<file path="config.mk">
export PLATFORM = sky130hd
export DESIGN_NAME = shift_left_32bit
export DESIGN_NICKNAME = d
export VERILOG_FILES = /design/src/rtl/shift_left_32bit_pkg.sv /design/src/rtl/shift_left_32bit_mux2_32.sv /design/src/rtl/shift_left_32bit.sv
export SDC_FILE = /design/constraint.sdc
export NUM_CORES = 1
export LEC_CHECK = 0
export ABC_CLOCK_PERIOD_IN_PS = 2500
export BUFFER_PORTS_ARGS = -buffer_cell sky130_fd_sc_hd__buf_2
export CORE_UTILIZATION = 45
export CTS_BUF_LIST = sky130_fd_sc_hd__clkbuf_8
export CTS_CLUSTER_SIZE = 8
export DETAILED_ROUTE_END_ITERATION = 16
export PLACE_DENSITY = 0.67
export SYNTH_ARGS = -nofsm -noshare
export SYNTH_HDL_FRONTEND = slang
export SYNTH_SLANG_ARGS = --single-unit
</file>
<file path="constraint.sdc">
create_clock -name clk -period 2.5 [get_ports clk]
set_input_delay 0.5 -clock clk [delete_from_list [all_inputs] [get_ports clk]]
set_output_delay 0.5 -clock clk [all_outputs]
set_load 0.02 [all_outputs]
</file>
<file path="src/rtl/shift_left_32bit_pkg.sv">
// Shared constants and types for the 32-bit logarithmic left shifter.
package shift_left_32bit_pkg;

  localparam int DATA_W     = 32;
  localparam int SHAMT_W    = 5;
  localparam int NUM_STAGES = SHAMT_W;

  typedef logic [DATA_W-1:0]  data_t;
  typedef logic [SHAMT_W-1:0] shamt_t;

endpackage

</file>
<file path="src/rtl/shift_left_32bit_mux2_32.sv">
// 32-bit 2:1 multiplexer used as one barrel-shifter stage: y = sel ? b : a.
module mux2_32
  import shift_left_32bit_pkg::*;
(
  input  data_t a,
  input  data_t b,
  input  logic  sel,
  output data_t y
);

  assign y = sel ? b : a;

endmodule

</file>
<file path="src/rtl/shift_left_32bit.sv">
// Registered 32-bit logical left shifter built from five combinational
// mux stages (shift by 1, 2, 4, 8, 16) feeding a single output register.
module shift_left_32bit #(
  parameter int DATA_W  = 32,
  parameter int SHAMT_W = 5
) (
  input  logic               clk,
  input  logic               rst_n,
  input  logic               in_valid,
  input  logic [DATA_W-1:0]  i,
  input  logic [SHAMT_W-1:0] shamt,
  output logic [DATA_W-1:0]  r,
  output logic               out_valid
);

  import shift_left_32bit_pkg::*;

  // stage_data[k] is the operand after stages 0..k-1 have been applied
  data_t stage_data [0:SHAMT_W];
  data_t r_reg;
  logic  out_valid_reg;

  assign stage_data[0] = i;

  generate
    for (genvar gi = 0; gi < SHAMT_W; gi++) begin : g_stage
      localparam int SH = 1 << gi;
      data_t shifted;

      // Upper bits fall off the top; vacated LSBs are tied to zero
      assign shifted = {stage_data[gi][DATA_W-1-SH:0], {SH{1'b0}}};

      mux2_32 u_mux (
        .a   (stage_data[gi]),
        .b   (shifted),
        .sel (shamt[gi]),
        .y   (stage_data[gi+1])
      );
    end
  endgenerate

  always_ff @(posedge clk) begin
    if (!rst_n) begin
      r_reg         <= '0;
      out_valid_reg <= 1'b0;
    end else begin
      out_valid_reg <= in_valid;
      if (in_valid) begin
        r_reg <= stage_data[SHAMT_W];
      end
    end
  end

  assign r         = r_reg;
  assign out_valid = out_valid_reg;

endmodule

</file>
* After elaboration in Yosys (flattened, before gate mapping)
Cells that the tools add are included. Widths: inputs -> output; s select.
Storage, ports and cells: register bits 33, latch bits 0, memory bits (writable) 0, memory bits (read-only) 0, bits of input ports 40, output and inout port bits 33, word-level logic and storage cells 7, memories kept 0
Operators by class: $add $sub $neg 0, multiply operators 0, div/mod/pow operators 0, order comparisons 0, equality and inequality tests 0, shifts and indexed selects 0, mux-type cells 5, bitwise operators 0, reductions and logical operators 0
Operators by type and width (count):
- $mux 32 | 5

* Longest topological paths before layout
depth in word-level cells 5, mapped depth 8

* By module
From an unflattened synthesis, not the netlist that was laid out.
Unflattened totals: cell total of the unflattened synthesis 286, area, all modules 3995.1 um^2
Modules (own cells, without submodules):
- mux2_32 | times used 5, cells an instance 36, area an instance 544.3 um^2
- shift_left_32bit | times used 1, cells an instance 106, area an instance 1273.7 um^2

* Least setup slack after synthesis
Ideal clock, no wire load.
path kind input to register, start in shamt[0], end reg r_reg[29], in the netlist r[29], setup time 119 ps, arrival time 1817 ps, data required time 2381 ps, setup slack 563 ps, cell stages on the path 6, path buffers 1, cell sequence buf_6 mux4_2 mux2_2 a32o_1 a21oi_1 o21ai_1
On the way: cells in the longest elaborated chain, start to end 5
Ends and longest elaborated chain:
- start: declaration | RTL line shift_left_32bit.sv:11 | input logic [SHAMT_W-1:0] shamt,
- $mux 32 (5 in series) | RTL line shift_left_32bit_mux2_32.sv:11 | assign y = sel ? b : a;
- end signal: assignment | RTL line shift_left_32bit.sv:49 | r_reg <= stage_data[SHAMT_W];
- end: declaration | RTL line shift_left_32bit.sv:20 | data_t r_reg;
No other way between the ends. A chain may end at the register's enable or synchronous reset.

* Worst setup path after layout
start in shamt[2], end reg r_reg[31], in the netlist r[31]
On the way: cells in the longest elaborated chain, start to end 3
Ends and longest elaborated chain (RTL line):
- $mux 32 (3 in series) | shift_left_32bit_mux2_32.sv:11
No other way between the ends.

==> metrics.md <==
| Metric | Value |
|---|---|
| Vias in the first global route | `roughly 2,400` |
| Worst setup EP type | `register` |
| Max-slew violation count | `0` |
| Hold crit path type | `reg -> reg` |
| Hold_buf cts | `0` |
| Sequential area share after synthesis | `around 23%` |
| Fin. Hold Viols | `0` |
| Gates resized, CTS repair | `0` |
| Congestion Overflow GR | `0` |
| Drt total wl | `8.28 mm` |
| Pleak | `1.45 nW` |
| Num Clock Sinks | `33` |
| Worst-case headroom to the max-slew limit | `between 30% and 40%` |
| Post-Syn Instances | `292` |
| Die height | `around 82 um` |
| Max cap viols | `0` |
| Die W | `around 80 um` |
| CP required | `2.67 ns` |
| Clock-pin slew on the worst setup and hold paths | `0.07 ns` |
| Latest clock arrival within the worst-skew pair | `between 0.2 and 0.3 ns` |
| Sw Share | `roughly a third` |
| DR vias/cell | `6.22` |
| Clock Skew | `0 ns` |
| Yosys Warn Count | `0` |
| Routed Antenna Nets | `0` |
| Async SR Flop Fraction | `0%` |
| Critical path launch point type | `input port` |
| Actual slew at the worst max-slew pin | `1.02 ns` |
| Synthesized area | `around 2900 um^2` |
| GP Congestion | `about 0.94` |
| Comb power frac | `approximately a third` |
| Starting Density | `between 40% and 50%` |
| Primary FF master, synth | `dfxtp_1` |
| Initial DRC Count | `approximately 220` |
| Top cells by area, synth | `dfxtp_1 23%, mux4_2 21%, mux2i_1 8.4%` |
| EDFF count, synth | `0` |
| DRC viols | `0` |
| Distinct cells, synth | `44` |
| Largest net degree at the start of global routing | `29` |
| Unrepaired setup endpoints after global routing | `false` |
| Area leader, netlist | `dfxtp_1` |
| Initial antenna violation count | `0` |
| Final setup margin | `between 0.5 and 0.6 ns` |
| Rows | `28` |
| ANT cells | `0` |
| Clock network fraction of total power | `a little under a third` |
| Final nets | `roughly 400` |
| Hpwl dp | `6.49 mm` |
| Maximum vdd drop | `between 0.3 and 0.4 mV` |
| Crit Path Category | `in -> reg` |
| Fmax | `approximately 510 MHz` |
| Cell area power density | `between 400 and 500 nW/um^2` |
| Postcts setup bufs | `0` |
| Finish-stage setup viols | `0` |
| Htree depth | `2` |
| Total number of vias | `between 2,000 and 3,000` |
| Int Pwr | `roughly 1.1 mW` |
| First-pass GRT wire length | `roughly 13 mm` |
| Total CTS buffers | `5` |
| Max FFs per register | `32` |
| Clock root cell | `clkbuf_8` |
| Input/output buffers | `a little over 70` |
| TritonCTS clock tree | `built` |
| Synth top area share | `between 20 and 25%` |
| WL per Instance | `~19 um` |
| Syn avg cell area | `9.76 um^2` |
| Fin crit share | `about 78%` |
| Ports | `between 70 and 80` |
| Detailed-router iteration count before antenna repair | `5` |
| Setup_tns | `0 ns` |
| Sequential share of power | `about a third` |
| Flops & latches, synth | `33` |
| Crit path time final | `slightly below 2 ns` |
| Full die area | `approximately 6700 um^2` |
| Pre-CTS setup slack | `0.277 ns` |
| Global Route Usage Sum | `roughly a quarter` |
| Status | `finished, final reports clean` |
| NetSw | `0.517 mW` |
| Share of cells above drive strength 1 | `between 30% and 40%` |
| Crit path max fanout | `20` |
| CORE AREA | `around 6000 um^2` |
| Clock Path Buffers | `2` |
| Post-Syn Nets | `roughly 330` |
| Crit path DAT | `2.12 ns` |
| Syn-to-layout area delta | `20.1%` |
==> metrics by stage <==
step / instances / util (%) / hold slack, ns / power, mW / cell area (um^2)
2_1_floorplan: 292 / - / 0.523 / 0.950 / 2850
3_3_place_gp: 429 / 54.9 / 0.434 / 1.12 / 3310
3_5_place_dp: 429 / 54.9 / 0.443 / 1.12 / 3310
4_1_cts: 437 / 56.8 / 0.454 / 1.64 / 3420
5_1_grt: 437 / 56.8 / 0.473 / 1.72 / 3420
6_report: 437 / 56.8 / 0.450 / 1.64 / 3420
==> worst max-delay path, stage by stage <==
cell and delay (ns):
buf_2 0.34, mux2_2 0.41, mux4_2 0.53, a32oi_1 0.23, nand3_1 0.11
==> power groups by stage <==
| stage | Sequential [mW] | Clock [mW] | Combinational, mW |
|---|---|---|---|
| after floorplan | 0.618 | 0 | 0.332 |
| after global placement | 0.583 | 0 | 0.535 |
| after detailed placement | 0.583 | 0 | 0.538 |
| after CTS | 0.571 | 0.529 | 0.540 |
| after global routing | 0.574 | 0.554 | 0.588 |
| final | 0.571 | 0.522 | 0.547 |
==> layout by cell type, fill, tap and decap left out, types with 2 or more instances in the layout <==
cell type  synthesis  layout
a22oi_1            4       4
nor3b_1            2       2
nor2b_1            7       7
mux2i_1           24      24
a21oi_1           11      11
buf_12             0       2
o2bb2ai_1          8       8
nor3_1             4       4
dfxtp_1           33      33
nor2_1            19      19
a31oi_1            2       2
mux2_4             3       3
nand2b_1           3       3
a32o_1             3       3
a22o_1             8       8
and2_1             3       3
inv_1              2       3
o21ai_1            7       7
o211ai_1           4       4
o311ai_1           3       3
buf_4              5      14
nand3_1            3       3
nand3b_1           5       5
clkbuf_8           0       6
mux2_2            11      11
a2bb2oi_1          3       3
mux2_1            10      10
o21ai_0            9       9
nand2_1           32      32
o22ai_1            4       4
and3_1             2       2
mux4_2            27      27
buf_2             10      72
==> metal layers <==
metal | global-route usage, % | vias to the layer above | wire (um)
met1 | 37.4 | 1278 | 3670
met4 | 10.5 | 0 | 251
met2 | 39.3 | 146 | 3670
met3 | 4.11 | 18 | 689
li1 | - | 1277 | -
met5 | 0 | - | 0
==> cell type report <==
type / instances / area, um^2
inverter: 3 / 11.3
multi-input combinational: 230 / 2030
timing repair buffer: 88 / 505
sequential: 33 / 661
tap: 75 / 93.8
clock buffer: 6 / 82.6
fill: 537 / 2600
clock inverter: 2 / 33.8
==> logic make-up after synthesis <==
family	synth area share, %
simple gates	13.3
mux	39.6
compound gates	18.4
buf+inv	5.44
flops	23.2
==> cells in the mapped netlist, types with 3 or more instances <==
| cell | count |
|---|---|
| a21oi_1 | 11 |
| a22o_1 | 8 |
| a22oi_1 | 4 |
| a2bb2oi_1 | 3 |
| a32o_1 | 3 |
| and2_1 | 3 |
| buf_2 | 10 |
| buf_4 | 5 |
| clkbuf_1 | 7 |
| dfxtp_1 | 33 |
| mux2_1 | 10 |
| mux2_2 | 11 |
| mux2_4 | 3 |
| mux2i_1 | 24 |
| mux4_2 | 27 |
| nand2_1 | 32 |
| nand2b_1 | 3 |
| nand3_1 | 3 |
| nand3b_1 | 5 |
| nor2_1 | 19 |
| nor2b_1 | 7 |
| nor3_1 | 4 |
| o211ai_1 | 4 |
| o21ai_0 | 9 |
| o21ai_1 | 7 |
| o22ai_1 | 4 |
| o2bb2ai_1 | 8 |
| o311ai_1 | 3 |
==> path summary, 6_finish.rpt <==
path | startpoint | end | slack [ns] | cells past startpoint
worst max-delay path | shamt[2] | r[31]$_SDFFE_PN0P_ | 0.55 | 5
worst min-delay path | r[10]$_SDFFE_PN0P_ | r[10]$_SDFFE_PN0P_ | 0.45 | 2
worst max register to register | r[29]$_SDFFE_PN0P_ | r[29]$_SDFFE_PN0P_ | 1.69 | 3
worst min register to register | r[10]$_SDFFE_PN0P_ | r[10]$_SDFFE_PN0P_ | 0.45 | 2
No activity file was read; power rests on OpenSTA's default activity.
